$ cat config.mk
export PLATFORM = sky130hd
export DESIGN_NAME = ifu_prefetch_queue
export DESIGN_NICKNAME = d
export VERILOG_FILES = /design/src/rtl/ifu_prefetch_queue.sv
export SDC_FILE = /design/constraint.sdc
export NUM_CORES = 1
export LEC_CHECK = 0
export ABC_CLOCK_PERIOD_IN_PS = 25100
export CELL_PAD_IN_SITES_DETAIL_PLACEMENT = 1
export CELL_PAD_IN_SITES_GLOBAL_PLACEMENT = 2
export CORE_ASPECT_RATIO = 0.6
export CORE_MARGIN = 5
export CORE_UTILIZATION = 42
export CTS_BUF_LIST = sky130_fd_sc_hd__clkbuf_8
export DETAILED_ROUTE_END_ITERATION = 8
export GPL_ROUTABILITY_DRIVEN = 0
export GPL_TIMING_DRIVEN = 1
export PLACE_DENSITY = 0.94
export SETUP_SLACK_MARGIN = 0.4
export SYNTH_ARGS = -nofsm -noshare
export SYNTH_HDL_FRONTEND = slang
export SYNTH_SLANG_ARGS = --single-unit
$ cat constraint.sdc
create_clock -name clk -period 25.1 [get_ports clk]
set_input_delay 5.02 -clock clk [delete_from_list [all_inputs] [get_ports clk]]
set_output_delay 5.02 -clock clk [all_outputs]
set_load 0.005 [all_outputs]
$ cat src/rtl/ifu_prefetch_queue.sv
// Instruction-fetch front end: streams sequential PCs over AXI AR/R into a DEPTH-entry
// prefetch FIFO and hands {pc, inst} to decode; a redirect flushes and squashes in-flight reads.
module ifu_prefetch_queue #(
    parameter int unsigned       ADDR_W   = 64,
    parameter int unsigned       DATA_W   = 64,
    parameter int unsigned       INST_W   = 32,
    parameter int unsigned       DEPTH    = 4,
    parameter logic [ADDR_W-1:0] RESET_PC = 64'h8000_0000
) (
    input  logic              clk,
    input  logic              rst,
    input  logic              redirect_valid,
    input  logic [ADDR_W-1:0] redirect_pc,
    output logic              out_valid,
    input  logic              out_ready,
    output logic [ADDR_W-1:0] out_pc,
    output logic [INST_W-1:0] out_inst,
    output logic [ADDR_W-1:0] axi_AR_ADDR,
    output logic              axi_AR_VALID,
    input  logic              axi_AR_READY,
    input  logic [DATA_W-1:0] axi_R_DATA,
    input  logic              axi_R_VALID,
    output logic              axi_R_READY
);
    localparam int unsigned PTR_W = $clog2(DEPTH);
    localparam int unsigned CNT_W = PTR_W + 1;

    typedef enum logic [1:0] {StIdle, StAddr, StData} state_e;

    state_e            state_q;
    logic [ADDR_W-1:0] fetch_pc_q;
    logic              drop_q;
    logic [ADDR_W-1:0] pc_mem_q   [DEPTH];
    logic [INST_W-1:0] inst_mem_q [DEPTH];
    logic [PTR_W-1:0]  wr_ptr_q;
    logic [PTR_W-1:0]  rd_ptr_q;
    logic [CNT_W-1:0]  count_q;

    logic [ADDR_W-1:0] redirect_pc_al;
    logic [INST_W-1:0] beat_inst;
    logic              r_fire;
    logic              push;
    logic              pop;
    logic              slot_free;
    logic              unused_redirect_lsb;

    assign redirect_pc_al      = {redirect_pc[ADDR_W-1:2], 2'b00};
    assign unused_redirect_lsb = ^redirect_pc[1:0];
    assign beat_inst = fetch_pc_q[2] ? axi_R_DATA[2*INST_W-1:INST_W] : axi_R_DATA[INST_W-1:0];

    // A squashed beat is still consumed (handshake completes) but never written.
    assign r_fire    = (state_q == StData) && axi_R_VALID;
    assign push      = r_fire && !drop_q && !redirect_valid;
    assign out_valid = (count_q != '0) && !redirect_valid;
    assign pop       = out_valid && out_ready;
    assign slot_free = count_q < CNT_W'(DEPTH);
    assign out_pc    = pc_mem_q[rd_ptr_q];
    assign out_inst  = inst_mem_q[rd_ptr_q];

    always_ff @(posedge clk) begin
        if (rst) begin
            wr_ptr_q <= '0;
            rd_ptr_q <= '0;
            count_q  <= '0;
            for (int unsigned i = 0; i < DEPTH; i++) begin
                pc_mem_q[i]   <= '0;
                inst_mem_q[i] <= '0;
            end
        end else if (redirect_valid) begin
            wr_ptr_q <= '0;
            rd_ptr_q <= '0;
            count_q  <= '0;
        end else begin
            if (push) begin
                pc_mem_q[wr_ptr_q]   <= fetch_pc_q;
                inst_mem_q[wr_ptr_q] <= beat_inst;
                wr_ptr_q             <= wr_ptr_q + PTR_W'(1);
            end
            if (pop) begin
                rd_ptr_q <= rd_ptr_q + PTR_W'(1);
            end
            if (push && !pop) begin
                count_q <= count_q + CNT_W'(1);
            end else if (pop && !push) begin
                count_q <= count_q - CNT_W'(1);
            end
        end
    end

    // One read outstanding at most; a slot is reserved at the IDLE decision so data
    // can never arrive at a full FIFO.
    always_ff @(posedge clk) begin
        if (rst) begin
            state_q      <= StIdle;
            fetch_pc_q   <= RESET_PC;
            drop_q       <= 1'b0;
            axi_AR_VALID <= 1'b0;
            axi_AR_ADDR  <= '0;
            axi_R_READY  <= 1'b0;
        end else begin
            if (redirect_valid) begin
                fetch_pc_q <= redirect_pc_al;
            end else if (r_fire && !drop_q) begin
                fetch_pc_q <= fetch_pc_q + ADDR_W'(4);
            end

            case (state_q)
                StIdle: begin
                    if (redirect_valid || slot_free) begin
                        state_q      <= StAddr;
                        axi_AR_VALID <= 1'b1;
                        axi_AR_ADDR  <= redirect_valid ? redirect_pc_al : fetch_pc_q;
                    end
                end
                StAddr: begin
                    if (redirect_valid) begin
                        drop_q <= 1'b1;
                    end
                    if (axi_AR_READY) begin
                        state_q      <= StData;
                        axi_AR_VALID <= 1'b0;
                        axi_R_READY  <= 1'b1;
                    end
                end
                StData: begin
                    if (axi_R_VALID) begin
                        state_q     <= StIdle;
                        axi_R_READY <= 1'b0;
                        drop_q      <= 1'b0;
                    end else if (redirect_valid) begin
                        drop_q <= 1'b1;
                    end
                end
                default: begin
                    state_q      <= StIdle;
                    axi_AR_VALID <= 1'b0;
                    axi_R_READY  <= 1'b0;
                end
            endcase
        end
    end

endmodule
==> impl_metrics.ini, run 1 <==
[layout]
multi_input_area_sq_um = 8168
final_cell_area_sq_um = 28150
drive_gt1_share_pct = 11.05
seqCellArea_sq_um = 14060
fillers = 5593
synthToLayoutAreaGrowth_pct = 21.46
finalNetCount = 2299

[clock_tree]
ctsHoldBuffers = 0
cts.repair.resized = 0
clockRootBuffer = clkbuf_8
clkTransAtPathRegs_ns = 0.06
clock_latency_ns = 0.64
cts_tree = yes
cts.sinks = 514
cts.htree.levels = 3
cts_setup_buffers = 0
cts.path.max_buffers = 3
numCtsBuffers = 80

[synth]
syn_area_per_cell_sq_um = 12.12
yosys_warnings = 0
synth_top_cells_by_count = edfxtp_1 (376), nor2_1 (358), dfxtp_1 (138), nand2_1 (128)
ys.flop_type = edfxtp_1
async_reset_ff_share_pct = 0
synth_cells = 1912
yosysSeqAreaShare_pct = 60.63
ys_types = 62
synthTopCellsByArea = edfxtp_1 (49%), dfxtp_1 (12%), mux4_2 (9.1%), nor2_1 (5.8%), mux2i_1 (3.5%)
synth_top_area_share_pct = 48.71
syn_area_sq_um = 23180
yosysMostFrequentCell = edfxtp_1
synth-seq-cells = 514
synth-edff-count = 376
yosys.area.top_type = edfxtp_1

[global_routing]
grt-ovfl-total = 0
grt_pass1_wl_mm = 110.1
grt_max_degree = 93
grt_util_all_layers_pct = 24.06
grt_pass1_vias = 17840
grt_antenna_before_repair = 3

[floorplanning]
dieArea_sq_um = 60140
initial_core_util_pct = 42.59
die_h_um = 192.0
die_w_um = 313.3
io_pins = 297
rows = 66
core_sq_um = 54420

[drt]
drt_iter0_drc = 1134
drc = 0
finalWirelength_mm = 73.54
vias = 16790
antenna_left = 0
post_drt_wl_per_cell_um = 25.00
vias_per_cell = 5.706
dr.pass1.iters = 5

[timing]
finClkSkew_ns = 0.02792
rsz0062_at_grt = no
setup_viol = 0
fin_crit_sh_pct = 45.30
relSlewSlack_pct = 21.55
fin_crit_ns = 11.37
drv_slew = 0
fmax_mhz = 87.96
fin_setup_tns_ns = 0
tightestPinTransition_ns = 1.177
hold_viol_final = 0

[hold_path]
hold_start = axi_AR_ADDR[11]
min_path_cells = 2
worstHoldEndpoint = axi_AR_ADDR[11]
hold_path_class = flop to flop

[setup_path]
cp.arrival_ns = 6.35
start_kind = input pin
crit_required_ns = 20.08
cp_max_fo = 48
rr_worst_depth = 8
regToRegEndpoint = fetch_pc_q[53]
startpoint = redirect_valid
path_class = input pin to output pin
r2r_start = state_q[0]
cp-end-kind = output pin
r2r_slack_ns = 21.10

[placed_design]
numPortBuffers = 290
dp_hpwl_mm = 46.99
dpl-instance-area_sq_um = 26630

[power_and_ir_drop]
combPwrFrac_pct = 13.4
power_mw = 1.951
power.share.sequential_pct = 51.6
clock_power_share_pct = 35.0
ir_drop_mv = 0.04005
power.internal_mw = 1.432
leakage_nw = 10.41
power_per_cell_area_nw_per_um2 = 69.29
swShare_pct = 26.58
switchingPower_uw = 518.5

[run]
drv_cap = 0

[status]
outcome = finished clean
how the worst max path moves through the flow:
stage | to | slack [ns]
global placement | out_valid | 13.72
finish | out_valid | 13.73
global route | out_valid | 13.66
detailed placement | out_valid | 13.72
floorplan | inst_mem_q[1][0] | 11.87
CTS | out_valid | 13.73
cell families (layout without fill, tap and decap cells):
kind of cell	count (synthesis)	after routing	synth area share, %
compound gates	181	181	5.776
xor+xnor	30	30	1.134
fa+ha+maj	6	6	0.3563
buf+inv	265	576	4.523
flops	514	514	60.63
mux	176	176	12.67
other cells	1	6	0.01618
simple gates	739	739	14.89
stage by stage:
| stage | std cells | worst slack, ns | utilization (%) | hold slack (ns) |
|---|---|---|---|---|
| after CTS | 2940 | 13.73 | 51.73 | 0.5051 |
| after detailed placement | 2791 | 13.72 | 48.93 | 0.4966 |
| after global placement | 2791 | 13.72 | 48.93 | 0.4814 |
| after floorplan | 1915 | 11.87 | - | 0.4672 |
| after global routing | 2942 | 13.66 | 51.74 | 0.5328 |
| final | 2942 | 13.73 | 51.74 | 0.5020 |
flip-flops by register name, summed over array words and instances, names as in the netlist, named ones only:
register / cells
wr_ptr_q: 2
state_q: 2
inst_mem_q: 128
axi_AR_VALID: 1
pc_mem_q: 248
rd_ptr_q: 2
fetch_pc_q: 62
axi_R_READY: 1
count_q: 3
axi_AR_ADDR: 62
drop_q: 1
layout by cell type, fill, tap and decap left out, types with 5 or more instances in the layout:
master / count
a2111oi_0: 6
a211oi_1: 68
a21oi_1: 24
a311oi_1: 33
a31oi_1: 5
and2_1: 57
and3_1: 8
and4_1: 13
buf_4: 27
clkbuf_8: 90
clkdlybuf4s50_1: 288
clkinv_1: 7
clkinv_2: 6
dfxtp_1: 135
edfxtp_1: 376
ha_1: 5
inv_1: 151
mux2i_1: 82
mux4_2: 94
nand2_1: 126
nand3_1: 34
nand4_1: 24
nor2_1: 357
nor2b_1: 6
nor3_1: 17
nor4_1: 10
o21ai_0: 10
o31ai_1: 12
or3_1: 44
or4_1: 15
xnor2_1: 11
xor2_1: 19
critical path, stage by stage:
cell             delay [ns]
buf_4                  0.58
nor2_1                 0.17
clkdlybuf4s50_1        0.54
routing by layer:
metal	GRT usage (%)	part of all wire [%]	up-vias	wire length, um
met1	33.20	44	8687	32570
met2	39.38	47	538	34600
met5	0	0.015	-	11
met4	5.791	1.8	2	1297
li1	-	-	7463	-
met3	5.187	6.9	97	5054
layout make-up:
type / count / area share, %
timing repair buffer: 315 / 10.96
sequential: 514 / 49.95
multi-input combinational: 1136 / 29.01
antenna: 2 / 0.01778
clock inverter: 59 / 0.9999
inverter: 112 / 1.493
tap: 714 / 3.173
clock buffer: 90 / 4.400
power groups by stage:
| stage | clock network, mW | registers [mW] | logic (mW) |
|---|---|---|---|
| 6_report | 0.684 | 1.01 | 0.261 |
| 5_1_grt | 0.737 | 1.01 | 0.281 |
| 4_1_cts | 0.698 | 1.01 | 0.263 |
| 3_5_place_dp | 0 | 1.02 | 0.261 |
| 3_3_place_gp | 0 | 1.02 | 0.254 |
| 2_1_floorplan | 0 | 1.01 | 0.125 |
Power figures use the tool's default switching activity.
==> run 2: changes to the inputs <==
Settings changed: ABC_CLOCK_PERIOD_IN_PS 25100 to 9750, CORE_UTILIZATION 42 to 35, PLACE_DENSITY 0.94 to 0.84.
Clock period 25.1 ns to 9.75 ns, I/O delays scaled along.
==> run 2 against run 1 <==
Setup slack lost 9.4 ns; combinational power grew to 2.6 times the previous value; register-to-register slack lost 15 ns; largest cell class unchanged.
==> impl_metrics.ini, run 2 (synthesized netlist as in run 1, its figures left out) <==
[status]
outcome = finished clean

[drt]
drt_iter0_drc = 1295
vias = 16720
wl_met3_mm = 5.250
post_drt_wl_per_cell_um = 24.19
dr.pass1.iters = 5
vias_per_cell = 5.349
wl_met1_mm = 34.36
finalWirelength_mm = 75.63
antenna_left = 0
routed.top_layer = met5
drc = 0
met2_length_mm = 34.46

[global_routing]
grt_antenna_before_repair = 4
grt_max_degree = 97
grt_pass1_vias = 18120
grt-ovfl-total = 0
grt_util_all_layers_pct = 20.74
grt_pass1_wl_mm = 112.9

[clock_tree]
cts_tree = yes
cts_setup_buffers = 0
ctsHoldBuffers = 0
cts.repair.resized = 0
clock_latency_ns = 0.67
clockRootBuffer = clkbuf_8
numCtsBuffers = 82
cts.sinks = 514
cts.path.max_buffers = 3
cts.htree.levels = 3
clkTransAtPathRegs_ns = 0.06

[setup_path]
regToRegEndpoint = inst_mem_q[0][10]
r2r_slack_ns = 5.85
cp.arrival_ns = 3.47
cp_max_fo = 33
crit_required_ns = 7.80
r2r_start = state_q[0]
start_kind = flop
path_class = flop to output pin
cp-end-kind = output pin
rr_worst_depth = 7

[timing]
finClkSkew_ns = 0.02473
fmax_mhz = 184.6
fin_setup_tns_ns = 0
holdWs_ns = 0.5022
hold_viol_final = 0
drv_slew = 0
relSlewSlack_pct = 15.11
fin_crit_sh_pct = 55.57
fin_crit_ns = 5.418
rsz0062_at_grt = no
tightestPinTransition_ns = 1.262
setup_viol = 0
setup_slack_ns = 4.332

[layout]
final_cell_area_sq_um = 28450
seqCellArea_sq_um = 14060
top_regs = pc_mem_q: 248 flops, inst_mem_q: 128 flops
largest_reg_flops = 248
synthToLayoutAreaGrowth_pct = 22.76
finalNetCount = 2302
final_common_cell = edfxtp_1
drive_gt1_share_pct = 11.28
top_register = pc_mem_q
fin_cells = 3126
multi_input_area_sq_um = 8168
fillers = 6980
final_cell_mix = edfxtp_1 (376), nor2_1 (357), clkdlybuf4s50_1 (288)
final_core_util_pct = 43.15

[power_and_ir_drop]
power_per_cell_area_nw_per_um2 = 179.2
leakage_nw = 10.43
power_mw = 5.098
ir_drop_mv = 0.1110

[run]
drv_cap = 0

[hold_path]
min_path_cells = 2
hold_start = axi_AR_ADDR[4]
hold_path_class = flop to flop
worstHoldEndpoint = axi_AR_ADDR[4]

[floorplanning]
die_w_um = 342.2
initial_core_util_pct = 35.15
rows = 73
die_h_um = 209.3
io_pins = 297
dieArea_sq_um = 71640
core_sq_um = 65950

[placed_design]
dp_hpwl_mm = 47.39
numPortBuffers = 290
pre_cts_ws_ns = 4.017
place_inst = 2978
dpl-instance-area_sq_um = 26870
==> run 2: changes by cell type in the layout (fill, tap and decap cells not counted) <==
| cell | delta |
|---|---|
| clkinv_1 | -5 |
| clkbuf_8 | +3 |
| inv_6 | -3 |
| bufinv_16 | +2 |
| clkinv_2 | +2 |
| clkinvlp_4 | +2 |
| buf_4 | +1 |
| diode_2 | -1 |
| inv_1 | -1 |
| inv_2 | -1 |
| inv_8 | -1 |
==> run 2: how the worst max path moves through the flow <==
| stage | slack (ns) | cells after the start | endpoint | from |
|---|---|---|---|---|
| after floorplan | -0.41 | 4 | inst_mem_q[1][0] | redirect_valid |
| after global placement | 4.05 | 7 | pc_mem_q[3][47] | axi_R_VALID |
| after detailed placement | 4.02 | 6 | inst_mem_q[0][10] | axi_R_VALID |
| after CTS | 4.16 | 3 | out_pc[54] | flop |
| after global routing | 4.07 | 3 | out_pc[54] | flop |
| final | 4.33 | 3 | out_pc[54] | flop |
==> run 2: worst max-delay path, cell delays in order (launching register included) <==
cell and delay (ns):
dfxtp_4 0.83, buf_4 0.74, mux4_2 0.70, clkdlybuf4s50_1 0.50
==> run 2: area by class of cell <==
| cell class | count | area share [%] |
|---|---|---|
| flip-flops and latches | 514 | 49.42 |
| multi-input cells | 1136 | 28.70 |
| repair buffers | 316 | 10.87 |
| clock buffers | 93 | 4.498 |
| well taps | 900 | 3.957 |
| inverters | 112 | 1.482 |
| clock inverters | 54 | 1.060 |
| diodes | 1 | 0.008794 |
==> run 2: report_power, final <==
| group | internal, mW | switching [mW] |
|---|---|---|
| Clock | 0.949 | 0.883 |
| Sequential | 2.49 | 0.104 |
| Combinational | 0.319 | 0.353 |
| Total | 3.76 | 1.34 |
==> run 2: per-layer routing <==
| layer | track usage, % | vias to the layer above |
|---|---|---|
| li1 | - | 7457 |
| met1 | 29.33 | 8607 |
| met2 | 32.63 | 547 |
| met3 | 4.524 | 105 |
| met4 | 5.325 | 4 |
| met5 | 0 | - |
==> run 3: changes to the inputs <==
Settings changed: ABC_CLOCK_PERIOD_IN_PS 9750 to 5700, CORE_UTILIZATION 35 to 39, PLACE_DENSITY 0.84 to 0.89.
Clock period 9.75 ns to 5.7 ns, I/O delays scaled along.
==> run 3 against run 2 <==
Critical path depth is the same; power is 67% higher; clock-buffer cell count fell by 8; die area decreased by 9.9%; largest cell class unchanged; clock power increased by 59%; register-to-register slack worse by 3.4 ns; core utilization increased by 4.7 points; non-clock buffer count up 6; critical endpoint is now out_pc[21]; global-route usage is 2.0 points higher; sequential power grew 71%; via count is essentially flat; largest power group unchanged.
==> impl_metrics.ini, run 3 (synthesized netlist as in run 1, its figures left out) <==
[drt]
antenna_left = 0
dr.pass1.iters = 5
vias_per_cell = 5.544
drc = 0
post_drt_wl_per_cell_um = 24.63
finalWirelength_mm = 74.33
drt_iter0_drc = 1348
vias = 16730

[layout]
final_cell_mix = edfxtp_1 (376), nor2_1 (357), clkdlybuf4s50_1 (288)
synthToLayoutAreaGrowth_pct = 22.01
top_regs = pc_mem_q: 248 flops, inst_mem_q: 128 flops
fin_cells = 3018
drive_gt1_share_pct = 11.29
largest_reg_flops = 248
final_common_cell = edfxtp_1
top_register = pc_mem_q
fillers = 6140
finalNetCount = 2306

[setup_path]
worst_path_max_delay_cell = dfxtp_4
path_class = flop to output pin
cp.arrival_ns = 3.13
start_kind = flop
cp_top_family = buffers and inverters
cp_max_fo = 34
crit_path_max_incr_delay_ns = 0.89
worst-path-buf-inv = 2
cp-end-kind = output pin
crit_required_ns = 4.56
crit_chain = buf_4 -> mux4_2 -> clkdlybuf4s50_1

[timing]
fmax_mhz = 233.9
holdWs_ns = 0.4970
fin_crit_ns = 4.275
tightestPinTransition_ns = 1.099
finClkSkew_ns = 0.02632
relSlewSlack_pct = 26.09
rsz0062_at_grt = no
fin_crit_sh_pct = 74.99
setup_viol = 0
hold_viol_final = 0
drv_slew = 0
fin_setup_tns_ns = 0

[floorplanning]
dieArea_sq_um = 64570
core_sq_um = 59050
die_w_um = 324.7
io_pins = 297
die_h_um = 198.8
initial_core_util_pct = 39.25
rows = 69

[power_and_ir_drop]
switchingPower_mw = 2.300
clock_power_share_pct = 34.2
power_mw = 8.498
leakage_nw = 10.40
combPwrFrac_pct = 13.6
ir_drop_mv = 0.1613
power.share.sequential_pct = 52.2
power.internal_mw = 6.199
swShare_pct = 27.06
power_per_cell_area_nw_per_um2 = 300.5

[status]
outcome = finished clean

[run]
drv_cap = 0

[global_routing]
grt-ovfl-total = 0
grt_pass1_wl_mm = 110.9
grt_max_degree = 85
grt_antenna_before_repair = 4
grt_pass1_vias = 17770
grt_util_all_layers_pct = 22.71

[clock_tree]
cts.htree.levels = 3
clock_latency_ns = 0.70
clkTransAtPathRegs_ns = 0.06
cts.repair.resized = 0
clockRootBuffer = clkbuf_8
numCtsBuffers = 80
cts.path.max_buffers = 3
cts_tree = yes
ctsHoldBuffers = 0
cts.sinks = 514
cts_setup_buffers = 0

[placed_design]
place_inst = 2865
numPortBuffers = 290
dp_hpwl_mm = 47.34

[hold_path]
hold_path_class = flop to flop
-- run 3: changes by cell type in the layout (fill, tap and decap cells not counted) --
cell	delta
clkinv_2	+1
bufinv_16	-3
clkbuf_8	-8
inv_1	-2
inv_6	+3
buf_4	+2
clkinvlp_4	+2
clkinv_1	+9
buf_12	+4
diode_2	+3
-- run 3: layer usage --
layer  vias to the layer above  wire [um]  track usage [%]  part of all wire, %
li1                       7460          -                -                    -
met1                      8605      33080            31.01                   44
met2                       564      34590            36.78                   47
met3                       104       5249            5.598                  7.1
met4                         0       1412            5.978                  1.9
met5                         -          0                0                    0
-- run 3: cell type report --
class,instances,area [sq um],share of cell area (%)
diodes,4,10.01,0.03539
well taps,781,977.2,3.455
inverters,112,421.7,1.491
clock buffers,85,1170,4.137
clock inverters,64,284.0,1.004
multi-input cells,1136,8168,28.88
flip-flops and latches,514,14060,49.72
repair buffers,322,3188,11.27
-- run 3: through the flow --
stage / setup slack [ns] / utilization (%) / area (sq um)
after floorplan: -0.7227 / - / 23200
after global placement: 1.499 / 45.41 / 26820
after detailed placement: 1.427 / 45.41 / 26820
after CTS: 1.272 / 47.87 / 28270
after global routing: 1.200 / 47.89 / 28280
final: 1.425 / 47.89 / 28280
-- run 3: power groups by stage --
stage / Clock (mW) / Combinational (mW) / Sequential, mW
floorplan: 0 / 0.550 / 4.46
global placement: 0 / 1.13 / 4.49
detailed placement: 0 / 1.16 / 4.51
CTS: 2.98 / 1.17 / 4.43
global route: 3.17 / 1.24 / 4.46
finish: 2.91 / 1.15 / 4.43
-- run 3: worst register-to-register path, cell delays in order, from the launching register on --
cell and delay [ns]:
dfxtp_1 0.57, nand3_4 0.21, nor4_4 0.85, nand3_1 0.65, or4_1 0.61, a311oi_1 0.26
-- run 3: final timing paths --
check | from | end | slack, ns | depth (start not counted)
setup / recovery | flop | out_pc[21] | 1.43 | 3
hold / removal | axi_AR_ADDR[5] | axi_AR_ADDR[5] | 0.50 | 2
setup reg to reg | fetch_pc_q[4] | fetch_pc_q[47] | 2.43 | 5
hold reg to reg | axi_AR_ADDR[5] | axi_AR_ADDR[5] | 0.50 | 2
